`src/rtl/sig_cond_pkg.sv`:
```
// Shared constants and helpers for the signal-conditioning blocks.
package sig_cond_pkg;

  localparam int DEF_NUM_CH      = 8;
  localparam int DEF_SYNC_STAGES = 2;
  localparam int DEF_CNT_W       = 20;

  // Channel-index width; never narrower than one bit so NUM_CH=1 still works.
  function automatic int ch_idx_w(input int n);
    return (n > 1) ? $clog2(n) : 1;
  endfunction

endpackage

```
`src/rtl/debounce_channel.sv`:
```
// One debounced input: synchroniser, candidate/counter filter, clean level and edge strobes.
module debounce_channel
  import sig_cond_pkg::*;
#(
  parameter int SYNC_STAGES = DEF_SYNC_STAGES,
  parameter int CNT_W       = DEF_CNT_W
) (
  input  logic             clk,
  input  logic             reset,
  input  logic             noisy_in,
  input  logic             enable,
  input  logic [CNT_W-1:0] threshold,
  output logic             clean_out,
  output logic             rise_pulse,
  output logic             fall_pulse
);

  logic [SYNC_STAGES-1:0] sync_q, sync_d;
  logic                   sync_in;
  logic                   cand_q, cand_d;
  logic [CNT_W-1:0]       cnt_q, cnt_d;
  logic                   en_q, en_d;
  logic                   clean_q, clean_d;
  logic                   rise_q, rise_d;
  logic                   fall_q, fall_d;

  assign sync_in = sync_q[SYNC_STAGES-1];

  always_comb begin
    sync_d  = {sync_q[SYNC_STAGES-2:0], noisy_in};
    cand_d  = cand_q;
    cnt_d   = cnt_q;
    en_d    = enable;
    clean_d = clean_q;
    rise_d  = 1'b0;
    fall_d  = 1'b0;
    if (sync_in != cand_q) begin
      cand_d = sync_in;
      cnt_d  = '0;
    end else if (!enable || !en_q) begin
      // First enabled cycle also restarts from zero, so re-enable costs threshold+2.
      cnt_d = '0;
    end else if (cnt_q < threshold) begin
      cnt_d = cnt_q + CNT_W'(1);
    end else begin
      cnt_d = threshold;
      if (clean_q != cand_q) begin
        clean_d = cand_q;
        rise_d  = cand_q;
        fall_d  = !cand_q;
      end
    end
  end

  always_ff @(posedge clk) begin
    if (reset) begin
      sync_q  <= '0;
      cand_q  <= 1'b0;
      cnt_q   <= '0;
      en_q    <= 1'b0;
      clean_q <= 1'b0;
      rise_q  <= 1'b0;
      fall_q  <= 1'b0;
    end else begin
      sync_q  <= sync_d;
      cand_q  <= cand_d;
      cnt_q   <= cnt_d;
      en_q    <= en_d;
      clean_q <= clean_d;
      rise_q  <= rise_d;
      fall_q  <= fall_d;
    end
  end

  assign clean_out  = clean_q;
  assign rise_pulse = rise_q;
  assign fall_pulse = fall_q;

endmodule

```
`src/rtl/multi_channel_debouncer.sv`:
```
// Array of debounced channels feeding a round-robin change-event stream with overflow tracking.
module multi_channel_debouncer
  import sig_cond_pkg::*;
#(
  parameter  int NUM_CH      = DEF_NUM_CH,
  parameter  int SYNC_STAGES = DEF_SYNC_STAGES,
  parameter  int CNT_W       = DEF_CNT_W,
  localparam int CH_W        = ch_idx_w(NUM_CH)
) (
  input  logic              clk,
  input  logic              reset,
  input  logic [NUM_CH-1:0] noisy_in,
  input  logic [NUM_CH-1:0] ch_enable,
  input  logic [CNT_W-1:0]  cfg_threshold,
  output logic [NUM_CH-1:0] clean_out,
  output logic [NUM_CH-1:0] rise_pulse,
  output logic [NUM_CH-1:0] fall_pulse,
  output logic              evt_valid,
  input  logic              evt_ready,
  output logic [CH_W-1:0]   evt_ch,
  output logic              evt_level,
  output logic [NUM_CH-1:0] ovf_flags,
  input  logic [NUM_CH-1:0] ovf_clear
);

  for (genvar i = 0; i < NUM_CH; i++) begin : g_ch
    debounce_channel #(
      .SYNC_STAGES(SYNC_STAGES),
      .CNT_W      (CNT_W)
    ) u_ch (
      .clk       (clk),
      .reset     (reset),
      .noisy_in  (noisy_in[i]),
      .enable    (ch_enable[i]),
      .threshold (cfg_threshold),
      .clean_out (clean_out[i]),
      .rise_pulse(rise_pulse[i]),
      .fall_pulse(fall_pulse[i])
    );
  end

  logic [NUM_CH-1:0] pend_q, pend_d;
  logic [NUM_CH-1:0] lvl_q, lvl_d;
  logic [NUM_CH-1:0] ovf_q, ovf_d;
  logic              evt_valid_q, evt_valid_d;
  logic [CH_W-1:0]   evt_ch_q, evt_ch_d;
  logic              evt_level_q, evt_level_d;
  logic [CH_W-1:0]   last_q, last_d;

  logic              hs, load, found;
  logic [NUM_CH-1:0] chg, hs_vec, avail;
  logic [CH_W-1:0]   gnt;
  int                idx;

  always_comb begin
    hs     = evt_valid_q && evt_ready;
    chg    = rise_pulse | fall_pulse;
    hs_vec = hs ? (NUM_CH'(1) << evt_ch_q) : '0;
    pend_d = pend_q;
    lvl_d  = lvl_q;
    ovf_d  = ovf_q & ~ovf_clear;
    for (int i = 0; i < NUM_CH; i++) begin
      if (hs_vec[i]) pend_d[i] = 1'b0;
      // A change landing on the handshake cycle re-arms pending without counting as lost.
      if (chg[i]) begin
        pend_d[i] = 1'b1;
        lvl_d[i]  = clean_out[i];
        if (pend_q[i] && !hs_vec[i]) ovf_d[i] = 1'b1;
      end
    end

    avail = pend_q & ~hs_vec;
    load  = !evt_valid_q || hs;
    found = 1'b0;
    gnt   = '0;
    idx   = 0;
    for (int k = 0; k < NUM_CH; k++) begin
      idx = int'(last_q) + 1 + k;
      if (idx >= NUM_CH) idx = idx - NUM_CH;
      if (!found && avail[idx]) begin
        found = 1'b1;
        gnt   = CH_W'(idx);
      end
    end

    evt_valid_d = evt_valid_q;
    evt_ch_d    = evt_ch_q;
    evt_level_d = evt_level_q;
    last_d      = last_q;
    if (load) begin
      evt_valid_d = found;
      if (found) begin
        evt_ch_d    = gnt;
        evt_level_d = lvl_q[gnt];
        last_d      = gnt;
      end
    end
  end

  always_ff @(posedge clk) begin
    if (reset) begin
      pend_q      <= '0;
      lvl_q       <= '0;
      ovf_q       <= '0;
      evt_valid_q <= 1'b0;
      evt_ch_q    <= '0;
      evt_level_q <= 1'b0;
      last_q      <= CH_W'(NUM_CH - 1);
    end else begin
      pend_q      <= pend_d;
      lvl_q       <= lvl_d;
      ovf_q       <= ovf_d;
      evt_valid_q <= evt_valid_d;
      evt_ch_q    <= evt_ch_d;
      evt_level_q <= evt_level_d;
      last_q      <= last_d;
    end
  end

  assign evt_valid = evt_valid_q;
  assign evt_ch    = evt_ch_q;
  assign evt_level = evt_level_q;
  assign ovf_flags = ovf_q;

endmodule

```
`config.mk`:
```
export PLATFORM = sky130hd
export DESIGN_NAME = multi_channel_debouncer
export DESIGN_NICKNAME = d
export VERILOG_FILES = /design/src/rtl/sig_cond_pkg.sv /design/src/rtl/debounce_channel.sv /design/src/rtl/multi_channel_debouncer.sv
export SDC_FILE = /design/constraint.sdc
export NUM_CORES = 1
export LEC_CHECK = 0
export ABC_AREA = 0
export CAP_MARGIN = 0
export CORE_MARGIN = 10
export CORE_UTILIZATION = 36
export CTS_BUF_LIST = sky130_fd_sc_hd__clkbuf_4 sky130_fd_sc_hd__clkbuf_8
export DETAILED_ROUTE_END_ITERATION = 6
export SYNTH_ARGS = -nofsm -noshare
export SYNTH_HDL_FRONTEND = slang
export SYNTH_SLANG_ARGS = --single-unit
```
`constraint.sdc`:
```
create_clock -name clk -period 8.7 [get_ports clk]
set_clock_uncertainty 0.2 [all_clocks]
set_input_delay 1.305 -clock clk [delete_from_list [all_inputs] [get_ports clk]]
set_output_delay 1.305 -clock clk [all_outputs]
set_load 0.05 [all_outputs]
```
==> impl_metrics.ini, run 1 <==
[timing]
slew_viol_final = 0
period_needed_ps = 5140
tns_ps = 0
setup_violations = 0
tightest_slew_ps = 1085
final.period_utilization_pct = 59.08
slew_headroom_pct = 25.81
fmax_mhz = 194.6
rsz0062_at_grt = no
setup_ws_ps = 3560
hold_viol_final = 0

[grt]
grt_pass1_vias = 13030
antenna_found_initial = 1
grt_max_degree = 45
grt_pass1_wl_mm = 68.37
grt_usage_pct = 16.19
grt-ovfl-total = 0

[setup_path]
path_cells = clkdlybuf4s50_1 -> inv_1 -> ha_1 -> a21o_1 -> a21o_1 -> a21o_1 -> a21oi_1 -> nor2b_1 -> o21ai_0 -> nand2_1 -> a221o_1 -> a41oi_4 -> buf_4 -> nor2_1 -> a211oi_1
cp-endpoint = g_ch[0].u_ch.cnt_q[9]
reg2regPathDepth = 11
crit_family = compound AO/OA/AOI/OAI gates
max_stage_delay_ps = 710
r2r_slack_ps = 3770
critPathMaxFanout = 27
worst-setup-path-type = input port to register
worstSetupPathDepth = 15
rr_startpoint = last_q[0]
r2r-end = evt_level
cp.required_ps = 8990
worst-path-buf-inv = 3
arrival_ps = 5430
critPathLaunchType = input port
critPathLaunch = cfg_threshold[10]
worst_path_most_repeated_cell = a21o_1
cp_slowest_cell = clkdlybuf4s50_1
endpoint_kind = register

[power_and_ir_drop]
leakage_nw = 7.307
power_mw = 2.950
switching_share_pct = 29.32
pwr-share-seq_pct = 39.9
pwr_density_cell_nw_per_um2 = 167.9
clock_power_share_pct = 42.1
ir_drop_mv = 0.1028
internal_power_mw = 2.085
combPwrFrac_pct = 17.9
p_sw_mw = 0.8649

[synth]
ys_seq_elements = 248
yosysTopAreaCellShare_pct = 32.20
synth.area.top_cells = dfxtp_1 (32%), ha_1 (13%), a211oi_1 (7.8%)
syn-num-nets = 1980
syn_inst = 1771
synth-edff-count = 0
syn_avg_cell_area_um2 = 8.705
synth_warnings = 0
netlist_area_um2 = 15420
synth_top_cell_by_area = dfxtp_1
ys_types = 67
yosysSeqAreaShare_pct = 32.20
ys_async_sr_fraction_pct = 0
synth_ff_type = dfxtp_1

[die]
dieArea_um2 = 51500
die_h_um = 226.9
start_util_pct = 36.59
std_cell_rows = 75
die_width_um = 226.9
core_um2 = 42130
boundaryPins = 84

[placed_design]
dp_cells = 2286
place_area_um2 = 16560
hpwl_mm = 31.03
port_buffers = 83
dp_slack_ps = 2978
place_congestion = 0.8429

[layout]
area_growth_pct = 13.98
nNetsFinal = 2005
stdcell_area_um2 = 17570
layout-drive-gt1-share_pct = 7.608
final_common_cell = dfxtp_1
layout.cells.non_filler = 2367
final_cell_mix = dfxtp_1 (248), nor2_1 (208), ha_1 (162)

[routing]
vias = 12960
drt.antenna.violating_nets = 0
drcViolationCount = 0
wl_per_cell_um = 17.74
wirelength_mm = 41.99
via_per_inst = 5.476
firstDrtPassIters = 5
dr.first_iter.drc_count = 707

[clocking]
clkLatencyLatePin_ps = 600
cts_resized = 0
cts-root-buf = clkbuf_8
holdBufCountCts = 0
postCtsSetupRepairBufs = 0
cts_buffers = 47
cts_sinks = 248
cts_tree = done
cts_buffer_depth = 3
path_clk_slew_ps = 60
ctsHtreeMaxLevel = 2

[run]
maxCapViolCount = 0

[run_status]
status = completed

[worst_hold_path]
hold_path.class = register to register
holdPathStages = 1
[power groups by stage]
| stage | logic, mW | clock network (mW) | registers [mW] |
|---|---|---|---|
| after global routing | 0.585 | 1.32 | 1.18 |
| after CTS | 0.528 | 1.27 | 1.18 |
| after floorplan | 0.383 | 0 | 1.22 |
| after detailed placement | 0.527 | 0 | 1.20 |
| after global placement | 0.518 | 0 | 1.20 |
| final | 0.529 | 1.24 | 1.18 |
[synthesized netlist by cell type (3+ instances only)]
library cell,number
mux2_2,8
o21a_1,5
o21ai_0,38
nor2b_1,48
and2_1,9
nand4_1,25
o22ai_1,7
nand3_1,73
ha_1,162
a211o_1,4
and4_1,3
a211oi_1,160
and3_1,40
a41oi_1,3
inv_1,37
nor4_1,6
o211ai_1,6
buf_2,3
buf_4,25
o21ai_2,6
or3_1,10
a31oi_1,5
a21o_1,80
a221o_1,3
a2111oi_0,6
a221oi_1,6
dfxtp_1,248
nor4b_1,14
o31ai_1,5
o31ai_4,3
a21oi_1,70
clkbuf_1,92
nand2_1,94
nand2b_1,13
nor3_1,26
o311a_1,4
mux2i_1,15
xor2_1,81
nor2_1,208
mux4_2,9
xnor2_1,77
[area by class of cell]
type / count / area [um2]
Antenna cell: 1 / 2.502
Clock buffer: 74 / 930.9
Clock inverter: 6 / 80.08
Fill cell: 4173 / 24560
Inverter: 37 / 138.9
Multi-Input combinational cell: 1364 / 9842
Sequential cell: 248 / 4965
Tap cell: 539 / 674.4
Timing Repair Buffer: 98 / 938.4
[state kept, by name (all words and copies together), names as in the netlist, 3 cells and up]
name and count:
ovf_flags 8, g_ch.u_ch.en_q 8, g_ch.u_ch.cnt_q 160, pend_q 8, last_q 3, g_ch.u_ch.fall_pulse 8
g_ch.u_ch.cand_q 8, evt_ch 3, g_ch.u_ch.rise_pulse 8, g_ch.u_ch.clean_out 8, g_ch.u_ch.sync_q 16, lvl_q 8
[worst min-delay path by stage]
stage / from / end / slack (ps)
final: g_ch[3].u_ch.sync_q[0] / g_ch[3].u_ch.sync_q[1] / 240
after CTS: g_ch[3].u_ch.sync_q[0] / g_ch[3].u_ch.sync_q[1] / 240
after global routing: g_ch[3].u_ch.sync_q[0] / g_ch[3].u_ch.sync_q[1] / 260
after global placement: g_ch[0].u_ch.sync_q[0] / g_ch[0].u_ch.sync_q[1] / 230
after floorplan: g_ch[0].u_ch.sync_q[0] / g_ch[0].u_ch.sync_q[1] / 210
after detailed placement: g_ch[1].u_ch.sync_q[0] / g_ch[1].u_ch.sync_q[1] / 220
[logic make-up after synthesis]
| logic type | share of synthesized area (%) |
|---|---|
| simple gates | 18.29 |
| compound gates | 19.74 |
| flops | 32.20 |
| fa+ha+maj | 13.15 |
| xor+xnor | 9.081 |
| buf+inv | 4.504 |
| mux | 3.035 |
[through the flow]
stage                     utilization, %  hold slack, ps
final                              41.70           243.3
after global routing               41.70           258.5
after CTS                          41.70           243.2
after detailed placement           39.30           224.9
after global placement             39.30           230.5
after floorplan                        -           213.8
[routing by layer]
metal | global-route usage (%) | up-vias | part of all wire [%]
met1 | 20.82 | 6223 | 47
met2 | 27.38 | 223 | 48
met3 | 2.625 | 55 | 3.9
li1 | - | 6461 | -
met5 | 0 | - | 0
met4 | 4.794 | 0 | 1.8
Note: power is estimated with default switching activity, not from simulation.
==> run 2, diff against run 1 <==
==> constraint.sdc (replaced) <==
create_clock -name clk -period 4.4 [get_ports clk]
set_clock_uncertainty 0.2 [all_clocks]
set_input_delay 0.66 -clock clk [delete_from_list [all_inputs] [get_ports clk]]
set_output_delay 0.66 -clock clk [all_outputs]
set_load 0.05 [all_outputs]
==> run 2 against run 1 <==
  * The flow now finishes with violations (DRC)
  * Clock power up 98%
  * Total power increased by 100%
  * Clock-buffer cell count is the same
  * Critical path depth fell by 2
  * Utilization grew 1.3 points
  * First-iteration DRC count increased by 17%
  * Sequential share of layout area shrank 0.86 points
  * Hold slack worse by 9.5 ps
  * Setup slack worse by 3200 ps
  * Sequential power increased by 97%
  * Combinational power rose by 130%
  * Die area unchanged
  * Largest power group unchanged
==> impl_metrics.ini, run 2 (synthesis gave the netlist of run 1 again) <==
[run_status]
status = complete, but fails checks
violations = DRC

[grt]
grt_usage_pct = 16.36
antenna_found_initial = 0
grt_pass1_vias = 13080
grt_pass1_wl_mm = 68.88
grt-ovfl-total = 0
grt_max_degree = 48

[routing]
drcViolationCount = 5
dr.first_iter.drc_count = 828
wl_per_cell_um = 17.35
via_per_inst = 5.402
firstDrtPassIters = 7
vias = 13120
drt.antenna.violating_nets = 0
wirelength_mm = 42.15

[die]
start_util_pct = 36.59
die_width_um = 226.9
std_cell_rows = 75
die_h_um = 226.9
core_um2 = 42130
boundaryPins = 84
dieArea_um2 = 51500

[placed_design]
port_buffers = 83
dp_cells = 2343
place_congestion = 0.8918
place_area_um2 = 17090
dp_slack_ps = 31.66
hpwl_mm = 32.21

[setup_path]
critPathLaunchType = register
arrival_ps = 4380
cp.required_ps = 4730
critPathMaxFanout = 11
worst-setup-path-type = register to register
endpoint_kind = register

[power_and_ir_drop]
leakage_nw = 7.632
combPwrFrac_pct = 20.2
power_mw = 5.992
ir_drop_mv = 0.2334
pwr-share-seq_pct = 38.8
clock_power_share_pct = 41.1
internal_power_mw = 4.186
switching_share_pct = 30.14
p_sw_mw = 1.806
pwr_density_cell_nw_per_um2 = 330.6

[clocking]
holdBufCountCts = 0
ctsHtreeMaxLevel = 2
cts_sinks = 248
clkLatencyLatePin_ps = 610
cts_tree = done
cts_resized = 0
path_clk_slew_ps = 60
cts_buffer_depth = 3
cts-root-buf = clkbuf_8
cts_buffers = 46
postCtsSetupRepairBufs = 0

[layout]
largest-register = g_ch.u_ch.cnt_q
reg_top3 = g_ch.u_ch.cnt_q x160, g_ch.u_ch.sync_q x16
largest_reg_flops = 160
final_cell_mix = dfxtp_1 (248), nor2_1 (208), ha_1 (162)
postLayoutCoreUtil_pct = 43.01
layout-drive-gt1-share_pct = 10.64
nFillCells = 4029
area_growth_pct = 17.55
stdcell_area_um2 = 18120
layout.cells.non_filler = 2429
nNetsFinal = 2061
final_common_cell = dfxtp_1

[timing]
rsz0062_at_grt = no
final.period_utilization_pct = 91.98
setup_ws_ps = 353.0
tightest_slew_ps = 960.5
holdWs_ps = 233.8
slew_headroom_pct = 35.96
setup_violations = 0
slew_viol_final = 0
fmax_mhz = 247.1
period_needed_ps = 4047
hold_viol_final = 0
tns_ps = 0

[run]
maxCapViolCount = 0

[worst_hold_path]
hold_path.class = register to register
## run 2: cell count changes in the layout (fill, tap and decap cells not counted), sizes merged
cell	before	now
buf	16	73
clkinv	4	7
clkinvlp	0	2
bufinv	2	1
inv	37	38
## run 2: layer usage
metal	track usage, %	vias to the layer above	part of all wire (%)
met2	26.45	249	46
met3	3.359	60	4.6
met5	0	-	0
li1	-	6580	-
met4	4.149	0	1.7
met1	21.83	6233	48
## run 2: area by class of cell
type	count	area, um2	area share [%]
multi-input combinational	1364	9842	54.30
sequential	248	4965	27.39
timing repair buffer	155	1466	8.091
clock buffer	74	943.4	5.205
tap	539	674.4	3.721
inverter	37	138.9	0.7663
clock inverter	11	91.34	0.5040
antenna	1	2.502	0.01381
## run 2: worst max-delay path, stage by stage, from the launching register on
cell,delay (ps)
dfxtp_1,330
ha_1,250
xor2_1,180
buf_4,210
xnor2_1,490
mux4_2,600
a2111oi_0,410
o21ai_0,150
a31o_1,240
and2_1,180
buf_4,150
mux2i_1,120
a211o_1,310
a31oi_1,150
## run 2: path summary, 6_finish.rpt
kind	cells after the start	start	end	slack (ps)
worst max-delay path	13	last_q[1]	evt_level	350
worst min-delay path	1	g_ch[1].u_ch.sync_q[0]	g_ch[1].u_ch.sync_q[1]	230
worst min register to register	1	g_ch[1].u_ch.sync_q[0]	g_ch[1].u_ch.sync_q[1]	230
worst max register to register	13	last_q[1]	evt_level	350
## run 2: power by group through the flow
stage	registers (mW)	clock network, mW	logic [mW]
detailed placement	2.37	0	1.19
floorplan	2.40	0	0.757
CTS	2.32	2.53	1.20
finish	2.32	2.46	1.21
global route	2.33	2.63	1.31
global placement	2.37	0	1.20
